--- config.mk ---
export PLATFORM = sky130hd
export DESIGN_NAME = mem_access_unit
export DESIGN_NICKNAME = d
export VERILOG_FILES = /design/src/rtl/mem_pkg.sv /design/src/rtl/mem_access_unit_ls_align.sv /design/src/rtl/mem_access_unit.sv
export SDC_FILE = /design/constraint.sdc
export NUM_CORES = 1
export LEC_CHECK = 0
export CAP_MARGIN = 10
export CELL_PAD_IN_SITES_DETAIL_PLACEMENT = 1
export CELL_PAD_IN_SITES_GLOBAL_PLACEMENT = 1
export CORE_UTILIZATION = 36
export CTS_BUF_LIST = sky130_fd_sc_hd__clkbuf_8
export DETAILED_ROUTE_END_ITERATION = 7
export PLACE_DENSITY = 0.84
export SYNTH_ARGS = -nofsm -noshare
export SYNTH_HDL_FRONTEND = slang
export SYNTH_SLANG_ARGS = --single-unit
export TNS_END_PERCENT = 20
--- constraint.sdc ---
create_clock -name clk -period 2.6 [get_ports clk]
set_clock_uncertainty 0.1 [all_clocks]
set_input_delay 0.65 -clock clk [delete_from_list [all_inputs] [get_ports clk]]
set_output_delay 0.65 -clock clk [all_outputs]
set_load 0.03 [all_outputs]
--- src/rtl/mem_pkg.sv ---
// Shared encodings for the MEM-stage access unit: access sizes, FSM states, reset values.
package mem_pkg;

  localparam logic [1:0] SZ_BYTE = 2'b00;
  localparam logic [1:0] SZ_HALF = 2'b01;
  localparam logic [1:0] SZ_WORD = 2'b10;

  typedef enum logic [1:0] {
    StIdle,
    StReq,
    StWait,
    StDone
  } state_e;

  localparam logic [31:0] RST_WORD = 32'h0000_0000;
  localparam logic [3:0]  RST_STRB = 4'b0000;
  localparam logic [15:0] RST_CNT  = 16'h0000;

  // Size 2'b11 is handled as a word access.
  function automatic logic is_misaligned(input logic [1:0] size, input logic [1:0] lo);
    logic mis;
    mis = 1'b0;
    case (size)
      SZ_BYTE: mis = 1'b0;
      SZ_HALF: mis = lo[0];
      default: mis = |lo;
    endcase
    return mis;
  endfunction

endpackage

--- src/rtl/mem_access_unit_ls_align.sv ---
// Combinational byte-lane steering: store data replication/strobes and load extract/extend.
module ls_align
  import mem_pkg::*;
(
  input  logic [1:0]  st_size_i,
  input  logic [1:0]  st_lo_i,
  input  logic [31:0] st_data_i,
  input  logic        st_we_i,
  output logic [31:0] st_wdata_o,
  output logic [3:0]  st_wstrb_o,
  input  logic [1:0]  ld_size_i,
  input  logic [1:0]  ld_lo_i,
  input  logic        ld_unsigned_i,
  input  logic [31:0] ld_word_i,
  output logic [31:0] ld_data_o
);

  logic [7:0]  ld_byte;
  logic [15:0] ld_half;

  always_comb begin
    st_wdata_o = st_data_i;
    st_wstrb_o = 4'b1111;
    case (st_size_i)
      SZ_BYTE: begin
        st_wdata_o = {4{st_data_i[7:0]}};
        st_wstrb_o = 4'b0001 << st_lo_i;
      end
      SZ_HALF: begin
        st_wdata_o = {2{st_data_i[15:0]}};
        st_wstrb_o = st_lo_i[1] ? 4'b1100 : 4'b0011;
      end
      default: ;
    endcase
    if (!st_we_i) begin
      st_wdata_o = RST_WORD;
      st_wstrb_o = RST_STRB;
    end
  end

  always_comb begin
    ld_byte = ld_word_i[7:0];
    case (ld_lo_i)
      2'd1:    ld_byte = ld_word_i[15:8];
      2'd2:    ld_byte = ld_word_i[23:16];
      2'd3:    ld_byte = ld_word_i[31:24];
      default: ld_byte = ld_word_i[7:0];
    endcase
    ld_half = ld_lo_i[1] ? ld_word_i[31:16] : ld_word_i[15:0];

    case (ld_size_i)
      SZ_BYTE: ld_data_o = {{24{ld_byte[7] & ~ld_unsigned_i}}, ld_byte};
      SZ_HALF: ld_data_o = {{16{ld_half[15] & ~ld_unsigned_i}}, ld_half};
      default: ld_data_o = ld_word_i;
    endcase
  end

endmodule

--- src/rtl/mem_access_unit.sv ---
// MEM-stage data-memory access unit: handshaked word-bus FSM that stalls the pipeline
// until each load/store completes, with timeout abort and misalignment detection.
module mem_access_unit
  import mem_pkg::*;
#(
  parameter int unsigned TIMEOUT = 255
) (
  input  logic        clk,
  input  logic        reset,
  input  logic        MEMMemRead,
  input  logic        MEMMemWrite,
  input  logic [1:0]  MEMMemSize,
  input  logic        MEMMemUnsigned,
  input  logic [31:0] MEMALUOut,
  input  logic [31:0] MEMWrite_data,
  output logic [31:0] MEMRead_data,
  output logic        mem_stall,
  output logic        misalign,
  output logic        bus_err,
  output logic        dmem_req,
  output logic        dmem_we,
  output logic [31:0] dmem_addr,
  output logic [3:0]  dmem_wstrb,
  output logic [31:0] dmem_wdata,
  input  logic        dmem_gnt,
  input  logic        dmem_rvalid,
  input  logic [31:0] dmem_rdata
);

  localparam bit          TimeoutEn   = (TIMEOUT != 0);
  localparam logic [15:0] TimeoutLast = 16'(TIMEOUT - 1);

  state_e      state_q, state_d;
  logic [31:0] addr_q, addr_d;
  logic        we_q, we_d;
  logic [3:0]  wstrb_q, wstrb_d;
  logic [31:0] wdata_q, wdata_d;
  logic [1:0]  size_q, size_d;
  logic        uns_q, uns_d;
  logic [1:0]  lo_q, lo_d;
  logic [31:0] ld_q, ld_d;
  logic [15:0] cnt_q, cnt_d;

  logic        access;
  logic [31:0] st_wdata;
  logic [3:0]  st_wstrb;
  logic [31:0] ld_fmt;

  // Store lanes come from the live EX/MEM inputs; load formatting from the captured access.
  ls_align u_ls_align (
    .st_size_i    (MEMMemSize),
    .st_lo_i      (MEMALUOut[1:0]),
    .st_data_i    (MEMWrite_data),
    .st_we_i      (MEMMemWrite),
    .st_wdata_o   (st_wdata),
    .st_wstrb_o   (st_wstrb),
    .ld_size_i    (size_q),
    .ld_lo_i      (lo_q),
    .ld_unsigned_i(uns_q),
    .ld_word_i    (ld_q),
    .ld_data_o    (ld_fmt)
  );

  assign access = MEMMemRead | MEMMemWrite;

  always_comb begin
    state_d   = state_q;
    addr_d    = addr_q;
    we_d      = we_q;
    wstrb_d   = wstrb_q;
    wdata_d   = wdata_q;
    size_d    = size_q;
    uns_d     = uns_q;
    lo_d      = lo_q;
    ld_d      = ld_q;
    cnt_d     = cnt_q;
    mem_stall = 1'b0;
    misalign  = 1'b0;
    bus_err   = 1'b0;

    unique case (state_q)
      StIdle: begin
        if (access) begin
          if (is_misaligned(MEMMemSize, MEMALUOut[1:0])) begin
            misalign = 1'b1;
          end else begin
            mem_stall = 1'b1;
            addr_d    = {MEMALUOut[31:2], 2'b00};
            we_d      = MEMMemWrite;
            wstrb_d   = st_wstrb;
            wdata_d   = st_wdata;
            size_d    = MEMMemSize;
            uns_d     = MEMMemUnsigned;
            lo_d      = MEMALUOut[1:0];
            state_d   = StReq;
          end
        end
      end
      StReq: begin
        mem_stall = 1'b1;
        if (dmem_gnt) begin
          cnt_d   = RST_CNT;
          state_d = StWait;
        end
      end
      StWait: begin
        mem_stall = 1'b1;
        cnt_d     = cnt_q + 16'd1;
        if (dmem_rvalid) begin
          if (!we_q) begin
            ld_d = dmem_rdata;
          end
          state_d = StDone;
        end else if (TimeoutEn && (cnt_q == TimeoutLast)) begin
          bus_err = 1'b1;
          ld_d    = RST_WORD;
          state_d = StDone;
        end
      end
      StDone: begin
        state_d = StIdle;
      end
      default: begin
        state_d = StIdle;
      end
    endcase
  end

  always_ff @(posedge clk or negedge reset) begin
    if (!reset) begin
      state_q <= StIdle;
      addr_q  <= RST_WORD;
      we_q    <= 1'b0;
      wstrb_q <= RST_STRB;
      wdata_q <= RST_WORD;
      size_q  <= SZ_BYTE;
      uns_q   <= 1'b0;
      lo_q    <= 2'b00;
      ld_q    <= RST_WORD;
      cnt_q   <= RST_CNT;
    end else begin
      state_q <= state_d;
      addr_q  <= addr_d;
      we_q    <= we_d;
      wstrb_q <= wstrb_d;
      wdata_q <= wdata_d;
      size_q  <= size_d;
      uns_q   <= uns_d;
      lo_q    <= lo_d;
      ld_q    <= ld_d;
      cnt_q   <= cnt_d;
    end
  end

  assign dmem_req     = (state_q == StReq);
  assign dmem_we      = we_q;
  assign dmem_addr    = addr_q;
  assign dmem_wstrb   = wstrb_q;
  assign dmem_wdata   = wdata_q;
  assign MEMRead_data = misalign ? RST_WORD : ld_fmt;

endmodule
==> key figures, run 1 <==
Drt
  • DR top layer: met4
  • Routed WL: 24,600 microns
  • DRT met1 WL: 9610 microns
  • DRT antenna net count: 0
  • Met2 WL: 12,300 microns
  • Drt pass-1 iters: 5
  • DR WL/cell: 22.0 microns
  • Met3 WL post-DR: 2060 microns
  • Initial DRC count: 339
  • Drc violations: 0
  • Routed via count: ~6,300
  • Vias per Instance: 5.60

Clock tree
  • CTS Buf Count: 17
  • CTS root buf: clkbuf_8
  • CTS tree: built
  • Reg clk slew, reported paths: 0.07 ns
  • H-tree depth: 4
  • Longest Clk Path Bufs: 2
  • Clock sinks: 122
  • Worst-Skew Late Latency: 0.44 ns

Timing
  • PnR worst setup slack: -0.383 ns
  • Max Freq: 0.335 GHz
  • Post-route setup TNS: -8.63 ns
  • Slew Viols, Final: 0
  • Hold_ws: roughly 0.085 ns
  • Slew margin rel.: between 40 and 50%
  • Final worst-path cycle share: 115%
  • Final Hold Vio Count: 0
  • Worst-margin pin slew: 0.894 ns
  • RSZ-0062 raised after global routing: true
  • Setup violators final: 33
  • Post-route minimum period: between 2 and 3 ns

Synthesis
  • Yosys warns: 0
  • Library cells used by synthesis: 52
  • Syn avg cell area: just under 10 sq um
  • Sequential cell area fraction in the yosys report: 47.4%
  • Post-synthesis async set-or-reset flop share: 100%
  • Share of the synthesized area in the top cell type: 47.4%
  • Mapped Cells: 649
  • Top FF cell, synth: dfrtp_1
  • EDFF count, synth: 0
  • Largest cells by area after synthesis: dfrtp_1 (47%), nand2_1 (6.8%), mux2_2 (6.5%)
  • Netlist Area Pre-Place: 6440 sq um
  • #FFs+latches synth: 122
  • Post-synth top area cell: dfrtp_1

Finish
  • FILL cells: 1,853
  • Share of layout cells above drive strength 1: between 20% and 30%
  • Area of the multi-input gates: ~3300 sq um
  • Finished Cell Area: between 9000 and 10,000 sq um
  • Final Util: a little under three fifths
  • FF/Latch Area: 3060 sq um
  • Final Net Count: 989
  • Final Non-Filler Cells: 1,117
  • P&R area growth vs syn: 50.9%

Run status
  • Outcome: complete, but fails checks
  • Failing checks: setup timing

Floorplan
  • Initial Utilization: 37.1%
  • Die H: approximately 140 microns
  • Core area: roughly 17,000 sq um
  • Top Ports: 210
  • Die X: 136 microns
  • # rows: 48
  • Die area: 18,400 sq um

GRT
  • First-pass GRT wire length: 38,200 microns
  • Largest net degree at the start of global routing: slightly above 100
  • Initial antenna violation count: 1
  • GRT Overall Usage: between 20% and 30%
  • GR Overflow Total: 0
  • Vias in the first global route: roughly 6,800

Job
  • Max Cap Viol: 0

Power
  • Pwr dens: 1370 nW/um^2
  • Lkg Pwr: 4.22 nW
  • Peak VDD IR: 978 uV
  • Power, Total: 13.3 mW

Worst setup path
  • Crit-path max FO: 7
  • CP Capture Type: output pin
  • Startpoint Class: register
  • Arr. time, crit path: 2.23 ns
  • Critical Path RT: 1.85 ns
  • Crit Path Category: register to output pin

Place
  • Area of placed instances: 8960 sq um
  • DPL Wire Length: 17,200 microns
  • Pre-CTS setup slack: -0.971 ns
  • RePlAce Congestion: 0.918
  • Dpl cells: between 1,000 and 1,500
  • IO buf count: 207

Hold path
  • Hold Path Class: input pin to asynchronous set/reset pin
==> cells in the final DEF (no fill, tap or decap), drive strengths merged, types with 6 or more instances in the layout <==
cell           Yosys  routed
dfrtp            122     122
nand3              7       7
nor2              22      22
a21o              16      16
mux2              37      37
a21oi             11      11
a22oi             32      32
o22ai              7       7
ha                 6       6
dlygate4sd2        0       6
clkdlybuf4s50      0     164
nor2b             10      10
a221oi             9       9
a2111oi            8       8
o31ai             21      21
mux2i             27      27
inv               15      19
clkinv             2       7
nand2            117     117
mux4               8       8
o21ai             75      75
nand2b             6       6
buf               18      89
clkbuf            33      18
==> synthesized netlist by cell type (all sizes together) (11+ instances only) <==
cell	number
a21o	16
dfrtp	122
mux2	37
nand2	117
a22oi	32
inv	15
buf	18
o31ai	21
o21ai	75
mux2i	27
nor2	22
clkbuf	33
a21oi	11
==> layer usage <==
metal,global-route usage (%),up-vias
met5,0,-
met4,9.11,0
met3,8.68,39
met2,47.1,286
met1,32.6,3137
li1,-,2793
==> what timing repair did <==
action	4_1_cts	5_1_grt
buffers inserted	4	1
gates resized for setup	53	23
endpoints found under the setup margin	36	35
pin swaps	12	10
hold buffers	0	0
gates cloned	2	0
==> state kept, by name, summed over array words and instances, names as in the netlist <==
| name | count |
|---|---|
| cnt_q | 16 |
| dmem_addr | 30 |
| dmem_wdata | 32 |
| dmem_we | 1 |
| dmem_wstrb | 4 |
| ld_q | 32 |
| lo_q | 2 |
| size_q | 2 |
| state_q | 2 |
| uns_q | 1 |
==> report_power, final <==
group | switching (mW) | internal (mW) | total (mW)
clock network | 0.864 | 1.08 | 1.94
registers | 0.598 | 2.63 | 3.23
logic | 4.58 | 3.56 | 8.14
total | 6.04 | 7.27 | 13.3
==> worst max-delay path: stages, from the launching register on <==
cell       delay (ns)
dfrtp_2          0.45
mux4_2           0.39
nand2b_4         0.08
a2111oi_4        0.40
buf_4            0.22
a21o_1           0.12
buf_6            0.13
==> cell type report <==
class,count,area share (%)
Tap cell,225,2.90
Clock buffer,18,2.55
Sequential cell,122,31.5
Multi-Input combinational cell,460,34.1
Inverter,17,0.657
Antenna cell,1,0.0258
Timing Repair Buffer,260,26.3
Clock inverter,14,2.00
==> logic make-up (layout without fill, tap and decap cells) <==
| logic type | Yosys count | count (layout) | share of synthesized area, % |
|---|---|---|---|
| XOR/XNOR | 6 | 6 | 0.816 |
| AO/OA/AOI/OAI | 186 | 186 | 19.2 |
| adder cells (fa/ha/maj) | 6 | 6 | 1.17 |
| AND/OR/NAND/NOR | 188 | 188 | 13.2 |
| multiplexers | 72 | 72 | 13.5 |
| buffers and inverters | 68 | 309 | 4.66 |
| other | 1 | 3 | 0.0582 |
| flip-flops | 122 | 122 | 47.4 |
==> worst paths after layout <==
path                                      from          endpoint  slack (ns)  cells after the start
worst min-delay path                     reset           ld_q[4]        0.09                      1
worst max register to register      state_q[0]      dmem_addr[4]        0.37                      8
max in group asynchronous                reset         size_q[1]        1.65                      2
worst max-delay path                   lo_q[1]  MEMRead_data[31]       -0.38                      6
worst min register to register  dmem_wdata[17]    dmem_wdata[17]        0.38                      2
min in group clk                dmem_wdata[17]    dmem_wdata[17]        0.38                      2
No activity file was read; power rests on OpenSTA's default activity.
==> run 2: changes to the inputs <==
- CAP_MARGIN: 10 -> 20
==> results of run 2 <==
Same layout as run 1: the final DEF is identical, and so are final timing and power.
==> run 3: changes to the inputs <==
- CORE_UTILIZATION: 36 -> 23
- PLACE_DENSITY: 0.84 -> 0.58
==> key figures, run 3 (same netlist as run 1, synthesis figures left out) <==
Run status
  • Failing checks: setup timing (unchanged)
  • Outcome: complete, but fails checks (unchanged)

Worst setup path
  • Critical Path RT: 1.85 ns (about the same)
  • Reg2reg setup slack: 0.40 ns (was 0.37 ns)
  • FF-to-FF path depth: 8 (unchanged)
  • CP max-delay cell: a2111oi_4 (was dfrtp_2)
  • Crit Path Category: input pin to output pin (was register to output pin)
  • CP Cell Sequence: dlygate4sd2_1, o21ai_4, a21oi_4, buf_12, a2111oi_4, buf_4, clkbuf_16, a21o_1, buf_6 (was mux4_2, nand2b_4, a2111oi_4, buf_4, a21o_1, buf_6)
  • Reg2reg end: cnt_q[14] (was dmem_addr[4])
  • Arr. time, crit path: 2.28 ns (was 2.23 ns)
  • Worst path bufs/invs: 5 (was 2)
  • Crit-path max cell delay: 0.35 ns (was 0.45 ns)
  • Startpoint Class: input pin (was register)
  • Delay-heaviest family, CP: buffers and inverters (was compound AO/OA/AOI/OAI gates)
  • Crit path from: MEMMemRead (was lo_q[1])
  • CP Capture Type: output pin (unchanged)
  • Crit-path max FO: 8 (was 7)
  • FF-to-FF Start: state_q[1] (was state_q[0])

Floorplan
  • Core area: 27,200 sq um (was 17,400 sq um)
  • Die X: 169 microns (was 136 microns)
  • Initial Utilization: 23.7% (was 37.1%)
  • # rows: 60 (was 48)
  • Die H: 169 microns (was 136 microns)
  • Die area: 28,700 sq um (was 18,400 sq um)
  • Top Ports: 210 (unchanged)

Finish
  • P&R area growth vs syn: 55.7% (was 50.9%)
  • Commonest non-fill, non-tap cells in the layout: clkdlybuf4s50_1 (164), dfrtp_1 (121), nand2_1 (116), o21ai_0 (73), buf_4 (71) (was clkdlybuf4s50_1 (164), dfrtp_1 (118), nand2_1 (116), o21ai_0 (73), buf_4 (58))
  • Finished Cell Area: 10,000 sq um (was 9720 sq um)
  • Final Net Count: 1,004 (was 989)
  • Antenna Cells: 0 (was 1)
  • Share of layout cells above drive strength 1: 25.2% (was 24.2%)
  • Most common library cell in the layout ignoring fill and taps: clkdlybuf4s50_1 (unchanged)

Timing
  • Final worst-path cycle share: 117% (was 115%)
  • Worst-margin pin slew: 0.886 ns (was 0.894 ns)
  • PnR worst setup slack: -0.431 ns (was -0.383 ns)
  • Final Hold Vio Count: 0 (unchanged)
  • Slew Viols, Final: 0 (unchanged)
  • Max Freq: 0.330 GHz (was 0.335 GHz)
  • Slew margin rel.: 40.7% (was 40.2%)
  • RSZ-0062 raised after global routing: true (unchanged)
  • Hold_ws: 0.0202 ns (was 0.0851 ns)
  • Setup violators final: 33 (unchanged)
  • Post-route minimum period: 3.03 ns (was 2.98 ns)

Drt
  • Routed WL: 24,600 microns (about the same)
  • DR WL/cell: 19.3 microns (was 22.0 microns)
  • Initial DRC count: 254 (was 339)
  • DRT antenna net count: 0 (unchanged)
  • Drc violations: 0 (unchanged)
  • Routed via count: 6,077 (was 6,255)
  • Drt pass-1 iters: 4 (was 5)
  • Vias per Instance: 4.76 (was 5.60)

Clock tree
  • CTS Buf Count: 17 (unchanged)
  • Reg clk slew, reported paths: 0.08 ns (was 0.07 ns)
  • H-tree depth: 4 (unchanged)
  • Post-CTS Hold Fix Bufs: 0 (unchanged)
  • Longest Clk Path Bufs: 2 (unchanged)
  • Worst-Skew Late Latency: 0.45 ns (was 0.44 ns)
  • CTS tree: built (unchanged)
  • CTS root buf: clkbuf_8 (unchanged)
  • Clock sinks: 122 (unchanged)

Place
  • IO buf count: 207 (unchanged)
  • RePlAce Congestion: 0.808 (was 0.918)
  • DPL Wire Length: 17,700 microns (was 17,200 microns)
  • Area of placed instances: 9230 sq um (was 8960 sq um)

GRT
  • GRT Overall Usage: 17.6% (was 27.6%)
  • Initial antenna violation count: 0 (was 1)
  • Largest net degree at the start of global routing: 74 (was 102)
  • First-pass GRT wire length: 38,300 microns (was 38,200 microns)
  • GR Overflow Total: 0 (unchanged)
  • Vias in the first global route: 6,434 (was 6,753)

Hold path
  • Hold Path Class: input pin to asynchronous set/reset pin (unchanged)

Power
  • Pwr dens: 1320 nW/um^2 (was 1370 nW/um^2)
  • Peak VDD IR: 468 uV (was 978 uV)
  • Lkg Pwr: 4.28 nW (was 4.22 nW)

Job
  • Max Cap Viol: 0 (unchanged)
[run 3: metrics by stage]
| stage | std cells | setup WS (ns) | setup TNS (ns) | total power [mW] | utilization, % |
|---|---|---|---|---|---|
| 2_1_floorplan | 650 | -0.275 | -3.78 | 7.70 | - |
| 3_3_place_gp | 1237 | -0.903 | -29.71 | 10.8 | 34.0 |
| 3_5_place_dp | 1237 | -0.960 | -32.10 | 10.9 | 34.0 |
| 4_1_cts | 1274 | -0.539 | -12.05 | 13.3 | 36.5 |
| 5_1_grt | 1278 | -0.526 | -13.94 | 14.1 | 36.9 |
| 6_report | 1278 | -0.431 | -10.85 | 13.3 | 36.9 |
[run 3: how the worst max path moves through the flow]
| stage | end | cells after the start |
|---|---|---|
| after floorplan | MEMRead_data[0] | 3 |
| after global placement | MEMRead_data[25] | 7 |
| after detailed placement | MEMRead_data[19] | 7 |
| after CTS | MEMRead_data[20] | 6 |
| after global routing | MEMRead_data[20] | 7 |
| final | MEMRead_data[16] | 9 |
[run 3: final cells by class]
cell class | instances | area (sq um)
fillers | 3069 | 17200
multi-input cells | 460 | 3340
flip-flops and latches | 122 | 3050
repair buffers | 275 | 2700
well taps | 372 | 465
clock buffers | 17 | 234
clock inverters | 15 | 166
inverters | 17 | 63.8
[run 3: per-layer routing]
layer,part of all wire [%],vias to the layer above,GRT usage [%]
li1,-,2824,-
met3,9.8,22,6.93
met2,45,208,27.6
met4,1.0,0,4.27
met1,44,3023,22.6
met5,0,-,0
[run 3: timing repair]
action | CTS | global route
pin swaps | 5 | 9
buffers inserted | 4 | 4
hold endpoints to repair | 0 | 0
setup endpoints to repair | 36 | 35
gates resized for setup | 65 | 11
gates cloned | 1 | 0
[run 3: power by group]
group / total (mW) / switching [mW] / internal [mW]
logic: 8.31 / 4.57 / 3.74
clock network: 1.78 / 0.911 / 0.869
registers: 3.17 / 0.544 / 2.63
[run 3: worst register-to-register path, stage by stage, from the launching register on]
cell      delay [ns]
dfrtp_1         0.37
inv_2           0.06
buf_4           0.13
ha_1            0.20
buf_4           0.16
mux2_2          0.27
nand2b_1        0.16
or4_1           0.53
a21oi_1         0.15
